[src/rtl/controller.sv]
// Moore sequencer for an iterative multiply / multiply-accumulate datapath.
// It drives the init, load, count and mux-select strobes from the current state and does no arithmetic itself.
//
// state    | meaning
// ---------+---------------------------------------------------------------
// IDLE     | ready=1; waits for start
// WAIT_REL | start seen; waits for start to be released
// INIT     | clear T, R and the counter; load X
// MUL      | T <= T*X (s0, ld_t, mode=0)
// COEF     | C <= coefficient[counter] (s1, ld_c)
// MAC      | R <= R + T*C (s2, ld_r, mode=1)
// CHECK    | increment the counter; leave when lt=1
module controller (
  input  logic clk,
  input  logic rst,
  input  logic start,
  input  logic lt,
  output logic initt,
  output logic initr,
  output logic initc,
  output logic ready,
  output logic ld_c,
  output logic ld_x,
  output logic ld_r,
  output logic ld_t,
  output logic cnt,
  output logic s2,
  output logic s1,
  output logic s0,
  output logic mode
);

  localparam logic [2:0] IDLE     = 3'd0;
  localparam logic [2:0] WAIT_REL = 3'd1;
  localparam logic [2:0] INIT     = 3'd2;
  localparam logic [2:0] MUL      = 3'd3;
  localparam logic [2:0] COEF     = 3'd4;
  localparam logic [2:0] MAC      = 3'd5;
  localparam logic [2:0] CHECK    = 3'd6;

  // The initialiser gives a defined IDLE state at power-up even without a reset.
  logic [2:0] state = IDLE;
  logic [2:0] state_nxt;

  always_comb begin
    state_nxt = IDLE;
    case (state)
      IDLE:     state_nxt = start ? WAIT_REL : IDLE;
      WAIT_REL: state_nxt = start ? WAIT_REL : INIT;
      INIT:     state_nxt = MUL;
      MUL:      state_nxt = COEF;
      COEF:     state_nxt = MAC;
      MAC:      state_nxt = CHECK;
      CHECK:    state_nxt = lt ? IDLE : MUL;
      default:  state_nxt = IDLE;
    endcase
  end

  always_ff @(posedge clk) begin
    if (rst) state <= IDLE;
    else     state <= state_nxt;
  end

  always_comb begin
    initt = 1'b0;
    initr = 1'b0;
    initc = 1'b0;
    ready = 1'b0;
    ld_c  = 1'b0;
    ld_x  = 1'b0;
    ld_r  = 1'b0;
    ld_t  = 1'b0;
    cnt   = 1'b0;
    s2    = 1'b0;
    s1    = 1'b0;
    s0    = 1'b0;
    mode  = 1'b0;
    case (state)
      IDLE: ready = 1'b1;
      INIT: begin
        initt = 1'b1;
        initr = 1'b1;
        initc = 1'b1;
        ld_x  = 1'b1;
      end
      MUL: begin
        s0   = 1'b1;
        ld_t = 1'b1;
      end
      COEF: begin
        s1   = 1'b1;
        ld_c = 1'b1;
      end
      MAC: begin
        s2   = 1'b1;
        mode = 1'b1;
        ld_r = 1'b1;
      end
      CHECK: cnt = 1'b1;
      default: ;
    endcase
  end

endmodule

[config.mk]
export PLATFORM = sky130hd
export DESIGN_NAME = controller
export DESIGN_NICKNAME = d
export VERILOG_FILES = /design/src/rtl/controller.sv
export SDC_FILE = /design/constraint.sdc
export NUM_CORES = 1
export LEC_CHECK = 0
export ABC_AREA = 1
export ABC_CLOCK_PERIOD_IN_PS = 1300
export BUFFER_PORTS_ARGS = -buffer_cell sky130_fd_sc_hd__buf_4
export CAP_MARGIN = 30
export CORE_AREA = 2 2 39 41
export DETAILED_ROUTE_END_ITERATION = 8
export DIE_AREA = 0 0 41 43
export HOLD_SLACK_MARGIN = 0.02
export SETUP_SLACK_MARGIN = 0.5
export SYNTH_ARGS = -nofsm -noshare
export SYNTH_HDL_FRONTEND = slang
export SYNTH_SLANG_ARGS = --single-unit
export TNS_END_PERCENT = 20
[constraint.sdc]
create_clock -name clk -period 1.3 [get_ports clk]
set_input_delay 0.13 -clock clk [delete_from_list [all_inputs] [get_ports clk]]
set_output_delay 0.13 -clock clk [all_outputs]
set_load 0.05 [all_outputs]
# [Word level (Yosys, flattened, before mapping)]
# Index checks and enable logic that the tools add are counted.
[totals] reg_bits=3 output_inout_bits=13 inputBits=4 elab_cells=18
[classes] n_eq_ne=6 n_reduce_logical=1 n_mux=10
[op_table] cell="$pmux W3 S7" count=1
[op_table] cell="$eq A3 B3 Y1 const B" count=3
[op_table] cell="$mux W1" count=7
[op_table] cell="$eq A3 B2 Y1 const B" count=2
[op_table] cell="$mux W2" count=2
[op_table] cell="$eq A3 B1 Y1 const B" count=1
[op_table] cell="$logic_not A3 Y1" count=1

# [Longest topological paths before layout]
# Gate-level depths: netlist (run 1).
[logic_depth] word_depth=2 depth_mapped=6 ltp_nobuf=6

# [Worst setup path after synthesis (run 1)]
# Ideal clock, no wire load.
[synth_timing] kind="register to output" startpoint="register state[1]" endpoint="output initr" required_ps=1170 t_arrival_ps=2070 n_path_buf=1 setup_slack_ps=-900 path_stages_with_launch=4 path_cell_list="dfxtp_1 -> inv_1 -> nor3_1 -> buf_4"
[synth_between] elab_chain_len=2
[synth_lines] item="start: declaration" line="42" rtl="logic [2:0] state = IDLE;"
[synth_lines] item="start signal: assignment" line="61" rtl="else state <= state_nxt;"
[synth_lines] item="$eq A3 B2 Y1"
[synth_lines] item="$mux W1"
[synth_lines] item="end: declaration" line="19" rtl="output logic initr,"
# Every way passes these cells.

# [Worst setup path in the final report (run 1)]
[layout_timing] startpoint="register state[1]" endpoint="output initc"
[layout_between] elab_chain_len=2
[layout_lines] item="$eq A3 B2 Y1" line="78" rtl="case (state)"
[layout_lines] item="$mux W1" line="78"
[layout_lines] item="end: declaration" line="20" rtl="output logic initc,"
# Every way passes these cells.

==> results of run 1 <==
-- worst max path at each step --
stage	endpoint	slack [ns]	cells after the start
2_1_floorplan	initr	-0.04	3
3_3_place_gp	ld_t	0.20	4
3_5_place_dp	s0	0.20	4
4_1_cts	initr	0.03	3
5_1_grt	initc	-0.01	3
6_report	initc	0.07	3
-- kinds of logic after synthesis --
family / after synthesis / share of synthesized area
buffers and inverters: 17 / 0.381
AND/OR/NAND/NOR: 17 / 0.315
AO/OA/AOI/OAI: 3 / 0.0609
flip-flops: 3 / 0.244
-- where the power goes --
group	internal [mW]	switching [mW]	leakage, nW	total [mW]
logic	0.0540	0.0913	0.186	0.145
registers	0.0972	0.0100	0.0264	0.107
clock network	0.114	0.0413	0.0150	0.156
total	0.266	0.143	0.228	0.408
-- cells in the mapped netlist --
cell     n
nand2_2  1
dfxtp_1  3
nor3_1   2
buf_4    8
nand2_1  6
o21ai_1  1
inv_1    9
nor2_1   2
a21oi_1  2
nor2_2   1
nand3_1  5
-- stage by stage --
| step | hold WS (ns) | area (um^2) | power (mW) |
|---|---|---|---|
| 2_1_floorplan | 0.189 | 292 | 0.214 |
| 3_3_place_gp | 0.301 | 368 | 0.238 |
| 3_5_place_dp | 0.306 | 368 | 0.238 |
| 4_1_cts | 0.0616 | 409 | 0.407 |
| 5_1_grt | 0.0622 | 465 | 0.440 |
| 6_report | 0.0662 | 465 | 0.408 |
-- what timing repair did --
item | CTS | global route
pin swaps | 0 | 2
setup endpoints to repair | 16 | 16
setup buffers | 0 | 2
cloned | 0 | 0
resized for setup | 5 | 13
-- worst reg2reg max path, cell delays in order (launching register included) --
cell and delay, ns:
dfxtp_4 0.37, buf_4 0.12, nand2_2 0.05, nor2_2 0.11, nand2_1 0.06, nand3_1 0.09
nand2_1 0.05, inv_1 0.04
-- final cells by class --
type / count / area [um^2] / area share
clock buffers: 4 / 26.3 / 0.0565
repair buffers: 19 / 184 / 0.395
flip-flops and latches: 3 / 68.8 / 0.148
inverters: 9 / 42.5 / 0.0914
well taps: 16 / 20.0 / 0.0430
multi-input cells: 20 / 124 / 0.266
-- routing by layer --
metal  vias up  GRT usage
met5         -          0
met2        11      0.106
met1       111     0.0868
met3         0     0.0471
li1        148          -
met4         0     0.0600
==> qor.txt, run 1 <==
cts hold-fix bufs: 0
Worst-Skew Late Latency: 0.23 ns
first drt pass iteration count: 4
initial DRC count: 2
Final Skew: 0.000959 ns
first-pass GRT wire length: 897 um
reg2reg setup slack: 0.36 ns
Max H-tree Level: 1
CP max stage delay: 0.37 ns
final setup fails: 0
CP Capture Type: output port
Slew HR: 0.864
largest net degree at the start of global routing: 7
RSZ-0062 raised after global routing: true
Worst Hold Path EP: state[2]
Final Cycle Share: 0.942
final core utilization: 0.336
hold depth: 2
CP Data Arrival Time: 1.10 ns
share of cells above drive strength 1: 0.636
total grt overflow: 0
CTS tree: built
CP Data Required Time: 1.17 ns
clock sinks: 3
TritonCTS Buffers: 3
Synth Register Bits: 3
HPWL after DPL: 451 um
crit-path max FO: 5
max reg flops: 3
Worst Path Buf+Inv: 2
vias in the first global route: 244
row count: 14
Avg Cell Area, Syn: 6.16 um^2
Bufs on Longest Clock Path: 2
Tot GR Track Use: 0.0793
final hold viol count: 0
slack of the critical path: 0.0749 ns
RR Startpoint: state[1]
Final Instance Count excl. Fillers: 71
count of cell types in the netlist: 11
via count: 270
post-route setup TNS: 0 ns
area leader, netlist: dfxtp_1
initial antenna violation count: 0
fin. max-slew vios: 0
Die X: 41 um
Crit Path Category: reg -> out
delay-heaviest family, CP: flip-flops
synth-to-layout area growth: 88.8%
Worst-path clk slew: 0.03 ns
DRC: 0
commonest non-fill, non-tap cell in the layout: buf_4
origin of the worst setup path: state[1]
reg2reg end: state[0]
Starting Density: 0.178
Fillers: 148
Syn Inst Count: 40
R2R depth: 7
total die area: 1760 um^2
largest cells by area after synthesis: dfxtp_1, buf_4, inv_1
leak pwr: 0.228 nW
Post-Route WL: 509 um
DRT antenna net count: 0
post-synthesis sequential area ratio: 0.244
dpl cells: 65
area share of the largest cell type after synthesis: 0.244
Met3 Wirelength: 48 um
Final min period: 1.23 ns
top flop regs: state (3)
metal2 WL: 263 um
fmax: 816 MHz
top sig layer: met3
Final Wtd Congestion: 0.725
detailed-route vias per instance: 3.80
Final #Nets: 60
chip height: 43 um
IO buf count: 16
Core Area: 1380 um^2
Pwr Density: 877 nW/um^2
Hold/Removal Path Class: in -> reg
most frequent cells in the layout: buf_4, buf_6, inv_1, nand2_1, nand3_1
worst IR drop on VDD: 378 uV
io pins: 17
Met1 Routed Length: 197 um
Antenna diodes: 0
number of max-cap violations: 0
Least-Margin Pin Slew: 0.203 ns
worst path cell trace: inv_6, nor3_4, buf_4
Synth Cell Area: 246 um^2
Worst setup SP type: flop
Place WS: 0.197 ns
hold_sp: rst
status: complete, no violations
syn nets: 44
Ys Warns: 0
Top reg by flops: state
slowest library cell on the worst path: dfxtp_4
CTS root buf: clkbuf_4
routed length per instance: 7.17 um
No activity file was read; power rests on OpenSTA's default activity.
==> run 2, diff against run 1 <==
SETUP_SLACK_MARGIN = not set   (was 0.5)
==> run 2 against run 1 <==
Combinational power decreased by 12%. Final cell count fell by 2.8%. Setup slack worse by 0.054 ns.
==> qor.txt, run 2 (synthesis results as in run 1) <==
status: complete, no violations
crit-path max FO: 6
CP Data Required Time: 1.17 ns
Post-Route WL: 551 um
RSZ-0062 raised after global routing: true
Final Cycle Share: 0.984
worst path cell trace: inv_4, nor3_4, buf_6
most frequent cells in the layout: buf_4, inv_1, nand2_1, nand3_1, buf_6
io pins: 17
CP Data Arrival Time: 1.15 ns
slowest library cell on the worst path: dfxtp_4
Pwr Density: 1010 nW/um^2
first-pass GRT wire length: 869 um
share of cells above drive strength 1: 0.547
DRC: 0
Top reg by flops: state
synth-to-layout area growth: 65.0%
Final min period: 1.28 ns
largest net degree at the start of global routing: 9
clock sinks: 3
cts hold-fix bufs: 0
Crit Path Category: reg -> out
IO buf count: 16
Final Skew: 0.00165 ns
initial antenna violation count: 0
Die X: 41 um
R2R depth: 7
Final Instance Count excl. Fillers: 69
Starting Density: 0.178
first drt pass iteration count: 3
Max H-tree Level: 1
via count: 271
fin. max-slew vios: 0
initial DRC count: 1
Bufs on Longest Clock Path: 2
Final #Nets: 58
Post-DP Area: 345 um^2
Final Wtd Congestion: 0.673
worst IR drop on VDD: 358 uV
fmax: 782 MHz
Worst-path clk slew: 0.04 ns
top flop regs: state (3)
dpl cells: 64
Fillers: 155
vias in the first global route: 236
Least-Margin Pin Slew: 0.264 ns
final setup fails: 0
chip height: 43 um
Worst setup SP type: flop
max reg flops: 3
Hold/Removal Path Class: in -> reg
CTS root buf: clkbuf_4
number of max-cap violations: 0
commonest non-fill, non-tap cell in the layout: buf_4
Core Area: 1380 um^2
final hold viol count: 0
hold depth: 2
HPWL after DPL: 474 um
total grt overflow: 0
Antenna diodes: 0
CTS tree: built
leak pwr: 0.222 nW
Worst-Skew Late Latency: 0.24 ns
TritonCTS Buffers: 3
Tot GR Track Use: 0.0812
detailed-route vias per instance: 3.93
CP Capture Type: output port
post-route cell area: 407 um^2
Slew HR: 0.824
CP max stage delay: 0.37 ns
Hold Worst Slack: 0.0614 ns
DRT antenna net count: 0
final core utilization: 0.294
total die area: 1760 um^2
routed length per instance: 7.99 um
row count: 14
-- run 2: cell types whose count changed in the layout (fill, tap and decap cells not counted), moves of 2 or more --
cell | before | now
buf_4 | 10 | 12
buf_6 | 7 | 5
buf_8 | 2 | 0
inv_1 | 6 | 8
-- run 2: through the flow --
step                setup TNS [ns]  setup slack, ns  power, mW
global placement                 0            0.170      0.230
floorplan                   -0.850           -0.199      0.207
finish                           0           0.0213      0.411
CTS                         -0.152          -0.0246      0.405
global route                -0.428          -0.0600      0.441
detailed placement               0            0.147      0.231
-- run 2: report_power, final --
| part | internal, mW | switching, mW | leakage, nW | total, mW |
|---|---|---|---|---|
| clock network | 0.116 | 0.0559 | 0.0150 | 0.171 |
| registers | 0.0986 | 0.0129 | 0.0261 | 0.112 |
| logic | 0.0449 | 0.0829 | 0.181 | 0.128 |
| total | 0.259 | 0.152 | 0.222 | 0.411 |
-- run 2: metal layers --
| layer | GRT usage | part of all wire |
|---|---|---|
| met5 | 0 | 0 |
| met4 | 0.100 | 0.045 |
| met3 | 0.0314 | 0.12 |
| met2 | 0.106 | 0.46 |
| met1 | 0.0833 | 0.36 |
-- run 2: timing repair --
item,4_1_cts,5_1_grt
setup buffers,0,1
setup endpoints to repair,11,11
gates resized for setup,3,8
hold endpoints to repair,0,0
pin swaps,0,1
-- run 2: path summary, 6_finish.rpt --
check / start / to / slack [ns]
max reg2reg: state[1] / state[0] / 0.39
min reg2reg: state[0] / state[1] / 0.55
min: rst / state[1] / 0.06
max: state[1] / initr / 0.02
-- run 2: layout make-up --
cell class,count,area (um^2),area share
clock buffers,4,26.3,0.0646
flip-flops and latches,3,66.3,0.163
repair buffers,17,146,0.360
multi-input cells,20,111,0.274
inverters,9,36.3,0.0892
well taps,16,20.0,0.0492
-- run 2: worst max-delay path, delay by kind of cell, from the launching register on --
kind / cells / cell delay (ns)
buf+inv: 2 / 0.25
flops: 1 / 0.37
simple gates: 1 / 0.28
